`src/rtl/uart_sipo_rx.sv`:
```
`default_nettype none
// ============================================================================
// Module      : uart_sipo_rx
// Description : Oversampling UART receiver. Handles 7/8 data bits,
//               none/odd/even parity and 1/2 stop bits. It validates the
//               start bit, then presents the word with parity and framing
//               status for one cycle on rx_done.
//               Optional build macro UART_RX_MAJORITY_VOTE_EN makes each
//               sample a 2-of-3 vote over the last three synchronized values.
// Revision    : 1.0 - initial release
// ============================================================================
module uart_sipo_rx #(
    parameter int OVERSAMPLE = 16
) (
    input  logic       baud_out,
    input  logic       rst,
    input  logic       data_in,
    input  logic [1:0] parity_type,
    input  logic       stop_bits,
    input  logic       data_length,
    output logic [7:0] data_out,
    output logic       rx_active,
    output logic       rx_done,
    output logic       parity_error,
    output logic       frame_error
);

    localparam int TW = $clog2(OVERSAMPLE);
    localparam logic [TW-1:0] TICK_LAST  = TW'(OVERSAMPLE - 1);
    // The edge-detect cycle counts as tick 0 of the start bit, and START is
    // entered one cycle later. Comparing against half-2 therefore places the
    // start sample at edge + OVERSAMPLE/2 - 1.
    localparam logic [TW-1:0] TICK_START = TW'(OVERSAMPLE / 2 - 2);

    localparam logic [2:0] S_IDLE   = 3'd0;
    localparam logic [2:0] S_START  = 3'd1;
    localparam logic [2:0] S_DATA   = 3'd2;
    localparam logic [2:0] S_PARITY = 3'd3;
    localparam logic [2:0] S_STOP   = 3'd4;
    localparam logic [2:0] S_DONE   = 3'd5;

    logic [2:0]    state;
    logic [2:0]    state_next;
    logic [1:0]    sync_ff;
    logic          line_sync;
    logic          line_prev;
    logic          sample;
    logic [TW-1:0] tick;
    logic [3:0]    bit_cnt;
    logic [7:0]    shift_reg;
    logic          par_acc;
    logic          par_err_acc;
    logic          frame_acc;
    logic [1:0]    fmt_parity;
    logic          fmt_stop2;
    logic          fmt_len8;
    logic          edge_det;
    logic          start_hit;
    logic          bit_hit;
    logic          last_cnt;
    logic          par_en;

    // Two-flop synchronizer for the asynchronous pin plus the previous value for edge detection
    always_ff @(posedge baud_out) begin
        if (rst) begin
            sync_ff   <= 2'b11;
            line_prev <= 1'b1;
        end else begin
            sync_ff   <= {sync_ff[0], data_in};
            line_prev <= line_sync;
        end
    end

    assign line_sync = sync_ff[1];

`ifdef UART_RX_MAJORITY_VOTE_EN
    logic [2:0] hist;

    // History of synchronized values used for 2-of-3 glitch rejection
    always_ff @(posedge baud_out) begin
        if (rst) begin
            hist <= 3'b111;
        end else begin
            hist <= {hist[1:0], line_sync};
        end
    end

    assign sample = (hist[0] & hist[1]) | (hist[0] & hist[2]) | (hist[1] & hist[2]);
`else
    assign sample = line_sync;
`endif

    assign edge_det  = line_prev & ~line_sync;
    assign start_hit = (state == S_START) && (tick == TICK_START);
    assign bit_hit   = (tick == TICK_LAST);
    assign last_cnt  = (bit_cnt == 4'd1);
    // Only 01 (odd) and 10 (even) carry a parity bit.
    assign par_en    = fmt_parity[0] ^ fmt_parity[1];

    // State register
    always_ff @(posedge baud_out) begin
        if (rst) begin
            state <= S_IDLE;
        end else begin
            state <= state_next;
        end
    end

    // Next-state logic
    always_comb begin
        state_next = state;
        case (state)
            S_IDLE: begin
                if (edge_det) begin
                    state_next = S_START;
                end
            end
            S_START: begin
                if (start_hit) begin
                    state_next = sample ? S_IDLE : S_DATA;
                end
            end
            S_DATA: begin
                if (bit_hit && last_cnt) begin
                    state_next = par_en ? S_PARITY : S_STOP;
                end
            end
            S_PARITY: begin
                if (bit_hit) begin
                    state_next = S_STOP;
                end
            end
            S_STOP: begin
                if (bit_hit && last_cnt) begin
                    state_next = S_DONE;
                end
            end
            default: begin
                state_next = S_IDLE;
            end
        endcase
    end

    // FSM outputs: activity flag and the one-cycle completion strobe
    always_comb begin
        rx_active = 1'b0;
        rx_done   = 1'b0;
        case (state)
            S_START:  rx_active = start_hit & ~sample;
            S_DATA:   rx_active = 1'b1;
            S_PARITY: rx_active = 1'b1;
            S_STOP:   rx_active = 1'b1;
            S_DONE: begin
                rx_active = 1'b1;
                rx_done   = 1'b1;
            end
            default: begin
                rx_active = 1'b0;
                rx_done   = 1'b0;
            end
        endcase
    end

    // Datapath: tick/bit counters, shift register, parity and framing accumulators, result registers
    always_ff @(posedge baud_out) begin
        if (rst) begin
            tick         <= '0;
            bit_cnt      <= 4'd0;
            shift_reg    <= 8'h00;
            par_acc      <= 1'b0;
            par_err_acc  <= 1'b0;
            frame_acc    <= 1'b0;
            fmt_parity   <= 2'b00;
            fmt_stop2    <= 1'b0;
            fmt_len8     <= 1'b0;
            data_out     <= 8'h00;
            parity_error <= 1'b0;
            frame_error  <= 1'b0;
        end else begin
            case (state)
                S_IDLE: begin
                    tick <= '0;
                    if (edge_det) begin
                        fmt_parity <= parity_type;
                        fmt_stop2  <= stop_bits;
                        fmt_len8   <= data_length;
                    end
                end
                S_START: begin
                    if (start_hit) begin
                        tick        <= '0;
                        bit_cnt     <= fmt_len8 ? 4'd8 : 4'd7;
                        par_acc     <= 1'b0;
                        par_err_acc <= 1'b0;
                        frame_acc   <= 1'b0;
                    end else begin
                        tick <= tick + 1'b1;
                    end
                end
                S_DATA: begin
                    if (bit_hit) begin
                        tick      <= '0;
                        shift_reg <= {sample, shift_reg[7:1]};
                        par_acc   <= par_acc ^ sample;
                        // After the last data bit the counter is reused for the stop bits.
                        if (last_cnt) begin
                            bit_cnt <= fmt_stop2 ? 4'd2 : 4'd1;
                        end else begin
                            bit_cnt <= bit_cnt - 4'd1;
                        end
                    end else begin
                        tick <= tick + 1'b1;
                    end
                end
                S_PARITY: begin
                    if (bit_hit) begin
                        tick        <= '0;
                        // Odd mode needs total XOR 1, even needs 0; fmt_parity[0] is that target.
                        par_err_acc <= (par_acc ^ sample) != fmt_parity[0];
                    end else begin
                        tick <= tick + 1'b1;
                    end
                end
                S_STOP: begin
                    if (bit_hit) begin
                        tick <= '0;
                        if (!sample) begin
                            frame_acc <= 1'b1;
                        end
                        // Results are loaded on entry to DONE so they are valid alongside rx_done.
                        if (last_cnt) begin
                            data_out     <= fmt_len8 ? shift_reg : {1'b0, shift_reg[7:1]};
                            parity_error <= par_en & par_err_acc;
                            frame_error  <= frame_acc | ~sample;
                        end else begin
                            bit_cnt <= bit_cnt - 4'd1;
                        end
                    end else begin
                        tick <= tick + 1'b1;
                    end
                end
                default: begin
                    tick <= '0;
                end
            endcase
        end
    end

endmodule
`default_nettype wire

```
`config.mk`:
```
export PLATFORM = sky130hd
export DESIGN_NAME = uart_sipo_rx
export DESIGN_NICKNAME = d
export VERILOG_FILES = /design/src/rtl/uart_sipo_rx.sv
export SDC_FILE = /design/constraint.sdc
export NUM_CORES = 1
export LEC_CHECK = 0
export ABC_AREA = 1
export BUFFER_PORTS_ARGS = -buffer_cell sky130_fd_sc_hd__buf_4
export CORE_ASPECT_RATIO = 0.9
export CORE_MARGIN = 3
export CORE_UTILIZATION = 45
export DETAILED_ROUTE_END_ITERATION = 8
export PLACE_DENSITY = 0.63
export SYNTH_ARGS = -nofsm -noshare
export SYNTH_HDL_FRONTEND = slang
export SYNTH_SLANG_ARGS = --single-unit
```
`constraint.sdc`:
```
create_clock -name baud_out -period 1.5 [get_ports baud_out]
set_input_delay 0.075 -clock baud_out [delete_from_list [all_inputs] [get_ports baud_out]]
set_output_delay 0.075 -clock baud_out [all_outputs]
set_load 0.01 [all_outputs]
```
# [Word-level counts from Yosys, hierarchy flattened]
# Index checks and enable logic that the tools add are counted.
[totals] register_bits=39 inputBits=7 output_inout_bits=12
[op_classes] n_addsub=2 eq_ne=18 n_mux=30 bitwise=7 n_reduce_logical=17
[op_table] operator="$mux 4" count=8
[op_table] operator="$mux 3" count=6
[op_table] operator="$ne 2x2->1 const B" count=9
[op_table] operator="$pmux 3 s5" count=1
[op_table] operator="$pmux 4 s3" count=1
[op_table] operator="$reduce_and 5->1" count=2
[op_table] operator="$reduce_and 3->1" count=3
[op_table] operator="$mux 8" count=1
[op_table] operator="$pmux 1 s2" count=4
[op_table] operator="$pmux 4 s2" count=1
[op_table] operator="$eq 3x2->1 const B" count=2
[op_table] operator="$eq 3x3->1 const B" count=2
[op_table] operator="$mux 1" count=6
[op_table] operator="$reduce_bool 2->1" count=3
[op_table] operator="$add 4x1->4 const B" count=1
[op_table] operator="$eq 4x1->1 const B" count=1
[op_table] operator="$eq 4x3->1 const B" count=1
[op_table] operator="$eq 4x4->1 const B" count=1
[op_table] operator="$mux 2" count=2
[op_table] operator="$reduce_and 2->1" count=2
[op_table] operator="$reduce_and 4->1" count=1
[op_table] operator="$reduce_or 4->1" count=1
[op_table] operator="$sub 4x1->4 const B" count=1
[op_table] operator="$and 1x1->1" count=3
[op_table] operator="9 further kinds" count=11

# [Logic depth before layout (Yosys ltp)]
[depth] depth_word=4 depth_mapped=10

# [Worst setup path after synthesis]
# OpenSTA, ideal clock, no wires.
[synth_path] path_kind="reg2reg" startpoint="register tick[0]" endpoint="register state[0]" setup_time_ns=0.113 arrival_time_ns=1.137 setup_slack_ns=0.249 path_stages_with_launch=11 period_less_slack_ns=1.251 cell_sequence="dfxtp_1 > inv_1 > ha_1 > nand2_1 > nor2_1 > nor2_1 > inv_1 > nand3_2 > nand2_1 > nand2_1 > nor2_1"
[synth_via] elab_chain_len=4
[synth_rtl] item="from (decl)" line="48" text="logic [TW-1:0] tick;"
[synth_rtl] item="from (signal assigned)" line="197" text="tick <= tick + 1'b1;"
[synth_rtl] item="from (signal assigned)" line="212" text="tick <= tick + 1'b1;"
[synth_rtl] item="from (signal assigned)" line="221" text="tick <= tick + 1'b1;"
[synth_rtl] item="$eq 4x4->1 or $eq 4x3->1 (tied branches)" line="95, 94"
[synth_rtl] item="$logic_and 1x1->1, on equally long branches" line="124, 134, 94"
[synth_rtl] item="$ne 2x2->1 (no line)"
[synth_rtl] item="$reduce_and 5->1 (no line) (*)"
[synth_rtl] item="to (signal assigned)" line="105" text="state <= state_next;"
[synth_rtl] item="to (decl)" line="42" text="logic [2:0] state;"
# Mark *: on every way between the ends. The rest lies on a longest branch, timed or not.
# A chain may end at the register's enable or synchronous reset.

# [Final worst setup path]
[layout_path] startpoint="register tick[0]" endpoint="output port rx_active"
[layout_via] elab_chain_len=4
[layout_rtl] item="$eq 4x3->1" line="94" text="assign start_hit = (state == S_START) && (tick == TICK_START);"
[layout_rtl] item="$logic_and 1x1->1" line="94"
[layout_rtl] item="$and 1x1->1" line="149" text="S_START: rx_active = start_hit & ~sample;"
[layout_rtl] item="$pmux 1 s2" line="148" text="case (state)"
[layout_rtl] item="to (decl)" line="22" text="output logic rx_active,"
# No other way between the ends.

==> flow_summary_export.csv <==
group,metric,value,unit
worst_hold_path,worst_hold_path_class,"in2reg",
floorplan,initial_core_util,49.16,%
logic_synthesis,register_bit_count_reported_by_yosys,39,
floorplan,die_ar,0.005068,mm2
critical_path,start_kind,"flip-flop",
routing,drc_errors,0,
clock_network,cts_max_level,2,
clock_network,tritoncts,"done",
power_and_ir_drop,fin_total_pwr,3712,uW
grt,grt.busiest_layer,"met2",
clock_network,cts.root.buffer_cell,"sky130_fd_sc_hd__clkbuf_8",
logic_synthesis,synth-edff-count,0,
sta,tightest_slew,0.3151,ns
critical_path,worstReg2RegEnd,"frame_error",
routing,ant_nets,0,
floorplan,core_area,0.003889,mm2
grt,grt_pass1_wl,6541,um
sta,totalNegativeSetupSlack,0,ns
sta,min_period_over_period,96.61,%
logic_synthesis,synthSimpleGateAreaFrac,30.37,%
final_layout,nets,309,
power_and_ir_drop,power-per-cell-area,1605,mW/mm2
critical_path,worst-path-max-fanout,4,
critical_path,startpoint,"tick[0]",
grt,m2_gr_usage,24.78,%
power_and_ir_drop,internal_power,2171,uW
logic_synthesis,synth_area_leader_cell,"sky130_fd_sc_hd__dfxtp_1",
floorplan,chipWidth,74.71,um
logic_synthesis,synth_top_family_by_area,"simple AND/OR/NAND/NOR gates",
critical_path,setup.worst_path.end,"rx_active",
final_layout,synthToLayoutAreaGrowth,20.94,%
logic_synthesis,synth_warn,0,
critical_path,reg2reg_depth,6,
floorplan,fp-row-count,21,
routing,drt_first_pass_iters,4,
critical_path,worst-endpoint-required,1.42,ns
place,place_congestion,0.8652,
clock_network,clock_sinks,39,
sta,final_hold_viol_count,0,
sta,fin_worst_skew,0.002487,ns
sta,finalMaxSlewViolations,0,
critical_path,critical_path.cell_chain,"inv_2, ha_4, nand2_4, nor2_4, nand2_2, o211ai_1, buf_4",
grt,globalRouteMet1Util,24.01,%
routing,drt-total-wl,3954,um
clock_network,numCtsBuffers,5,
sta,post_route_minimum_period,1.449,ns
logic_synthesis,post_synth_fa_ha_maj_area_fraction,2.618,%
critical_path,critical_path.endpoint_type,"output port",
grt,grt_pass1_vias,1398,
logic_synthesis,synthesis.instances,268,
flow_run,cap_viol_max_count,0,
outcome,status,"completed",
sta,max_freq,690.1,MHz
power_and_ir_drop,sequential_power_share,35.3,%
floorplan,design.portCount,19,
grt,number_of_antenna_violations_at_the_first_check_in_global_routing,0,
logic_synthesis,post_synth_main_area_contributors,"sky130_fd_sc_hd__dfxtp_1 (41%), sky130_fd_sc_hd__nand2_1 (10%), sky130_fd_sc_hd__o21ai_0 (8.1%), sky130_fd_sc_hd__nor2_1 (7.5%), sky130_fd_sc_hd__a21oi_1 (6.5%)",
logic_synthesis,synth.most_common_cell,"sky130_fd_sc_hd__nand2_1",
power_and_ir_drop,total_net_switching_power,1541,uW
logic_synthesis,synth_top_cells_by_count,"sky130_fd_sc_hd__nand2_1 (51), sky130_fd_sc_hd__dfxtp_1 (39), sky130_fd_sc_hd__nor2_1 (38)",
floorplan,die_y,67.84,um
critical_path,critical_path.slowest_cell,"sky130_fd_sc_hd__dfxtp_2",
final_layout,drive_above_1_share,23.83,%
logic_synthesis,synthesis.area,0.001912,mm2
routing,drtIter0Drc,71,
power_and_ir_drop,p_sw_share,41.52,%
sta,timing.final.setup_violations,0,
place,input_output_buffers,18,
logic_synthesis,yosys-mux-area-fraction,0,%
routing,avgViaCountPerCell,4.942,
logic_synthesis,ys_dominant_reg_cell,"sky130_fd_sc_hd__dfxtp_1",
final_layout,antennaDiodeCount,0,
clock_network,clkSlewWorstSetupHoldPaths,0.07,ns
sta,worst_case_headroom_to_the_max_slew_limit,78.96,%
power_and_ir_drop,clock_power_share,19.4,%
sta,grt_setup_unrepaired,"yes",
grt,met3_track_usage_gr,4.405,%
critical_path,max_stage_delay,0.34,ns
critical_path,cp.arrival,1.37,ns
logic_synthesis,synth-async-reset-ratio,0,%
worst_hold_path,worstHoldStart,"rst",
routing,dr_total_vias,1700,
logic_synthesis,yosysTopAreaCellShare,40.84,%
critical_path,reg2reg_from,"tick[1]",
logic_synthesis,synth_compound_gate_area_share,15.77,%
logic_synthesis,synth.avg_cell_area,7.134,um2
grt,grt.overflow.total,0,
clock_network,insertion_delay,0.29,ns
place,detailed_place_hpwl,2940,um
power_and_ir_drop,ir_drop,0.8812,mV
clock_network,clock_path_buffers,2,
logic_synthesis,synth.lib_cells_used.distinct,28,
critical_path,critPathKind,"reg2out",
logic_synthesis,postSynthNetCount,279,
logic_synthesis,synth_xor_area_share,2.291,%
critical_path,setup.reg_to_reg.worst_slack,0.11,ns
routing,wire_per_inst,11.49,um
power_and_ir_drop,static-leakage-power,0.001012,uW
grt,grt.total_usage,17.23,%
power_and_ir_drop,power_frac_comb,45.4,%
grt,grt_max_degree,18,
logic_synthesis,ys_seq_area_share,40.84,%
[routing by layer]
metal	vias to the layer above	share of wire (%)
met1	740	51
met2	29	43
met4	0	1.7
met5	-	0
met3	7	4.0
li1	924	-
[what timing repair did]
action	in CTS	in global routing
buffers inserted	2	2
endpoints found under the hold margin	1	0
pin swaps	2	6
hold buffers	1	0
setup endpoints to repair	1	28
gates resized for setup	3	21
[cells by family after synthesis]
family,after synthesis
simple gates,126
compound gates,59
xor+xnor,5
flops,39
fa+ha+maj,4
buf+inv,35
[cells in the final DEF, fill, tap and decap left out]
| master | instances |
|---|---|
| sky130_fd_sc_hd__nand3_4 | 3 |
| sky130_fd_sc_hd__clkbuf_8 | 6 |
| sky130_fd_sc_hd__o211ai_1 | 2 |
| sky130_fd_sc_hd__nor3_1 | 5 |
| sky130_fd_sc_hd__nor2_4 | 3 |
| sky130_fd_sc_hd__xnor2_1 | 2 |
| sky130_fd_sc_hd__o21ai_1 | 2 |
| sky130_fd_sc_hd__nand2_4 | 2 |
| sky130_fd_sc_hd__a21oi_1 | 25 |
| sky130_fd_sc_hd__buf_12 | 1 |
| sky130_fd_sc_hd__nor2_1 | 35 |
| sky130_fd_sc_hd__ha_4 | 1 |
| sky130_fd_sc_hd__xor2_1 | 3 |
| sky130_fd_sc_hd__nand3_1 | 12 |
| sky130_fd_sc_hd__dfxtp_2 | 4 |
| sky130_fd_sc_hd__dlygate4sd3_1 | 1 |
| sky130_fd_sc_hd__dfxtp_1 | 35 |
| sky130_fd_sc_hd__inv_2 | 6 |
| sky130_fd_sc_hd__or2_2 | 3 |
| sky130_fd_sc_hd__nand4_1 | 2 |
| sky130_fd_sc_hd__clkinv_2 | 1 |
| sky130_fd_sc_hd__ha_1 | 1 |
| sky130_fd_sc_hd__ha_2 | 2 |
| sky130_fd_sc_hd__a31oi_1 | 1 |
| sky130_fd_sc_hd__nand2_1 | 49 |
| sky130_fd_sc_hd__nor2_2 | 5 |
| sky130_fd_sc_hd__nand2_2 | 4 |
| sky130_fd_sc_hd__and2_1 | 1 |
| sky130_fd_sc_hd__inv_1 | 21 |
| sky130_fd_sc_hd__nand3_2 | 2 |
| sky130_fd_sc_hd__buf_4 | 28 |
| sky130_fd_sc_hd__o21ai_0 | 29 |
| sky130_fd_sc_hd__clkinv_1 | 1 |
[final cells by class]
type,instances,area (um2)
fillers,383,1577
well taps,46,57.56
multi-input cells,194,1036
clock inverters,1,5.005
flip-flops and latches,39,785.8
repair buffers,30,240.2
inverters,28,105.1
clock buffers,6,82.58
[power groups by stage]
stage	clock network (uW)	registers, uW	logic (uW)
global route	789	1320	1940
finish	719	1310	1680
global placement	0	1320	1570
floorplan	0	1290	1250
CTS	742	1290	1570
detailed placement	0	1320	1560
[stage by stage]
stage | instance area, um2 | hold slack, ns | util (%) | std cells | setup WS (ns)
finish | 2312 | 0.01557 | 59.46 | 344 | 0.05091
global route | 2312 | 0.02539 | 59.46 | 344 | -0.03953
CTS | 2238 | 0.007752 | 57.56 | 342 | 0.001967
detailed placement | 2120 | 0.2707 | 54.50 | 332 | 0.08692
global placement | 2120 | 0.2645 | 54.50 | 332 | 0.09743
floorplan | 1912 | 0.1441 | - | 268 | 0.2495
[critical path: cells and delay by family, from the launching register on]
kind / cells / cell delay, ns
AO/OA/AOI/OAI: 1 / 0.18
buffers and inverters: 2 / 0.21
flip-flops: 1 / 0.34
AND/OR/NAND/NOR: 3 / 0.21
adder cells (fa/ha/maj): 1 / 0.13
[how the worst min path moves through the flow]
stage	end	slack [ns]	depth (start not counted)
finish	par_err_acc	0.02	2
global route	frame_error	0.03	2
CTS	par_err_acc	0.008	2
detailed placement	sync_ff[0]	0.27	2
global placement	sync_ff[0]	0.26	2
floorplan	par_acc	0.14	1
No activity file was read; power rests on OpenSTA's default activity.
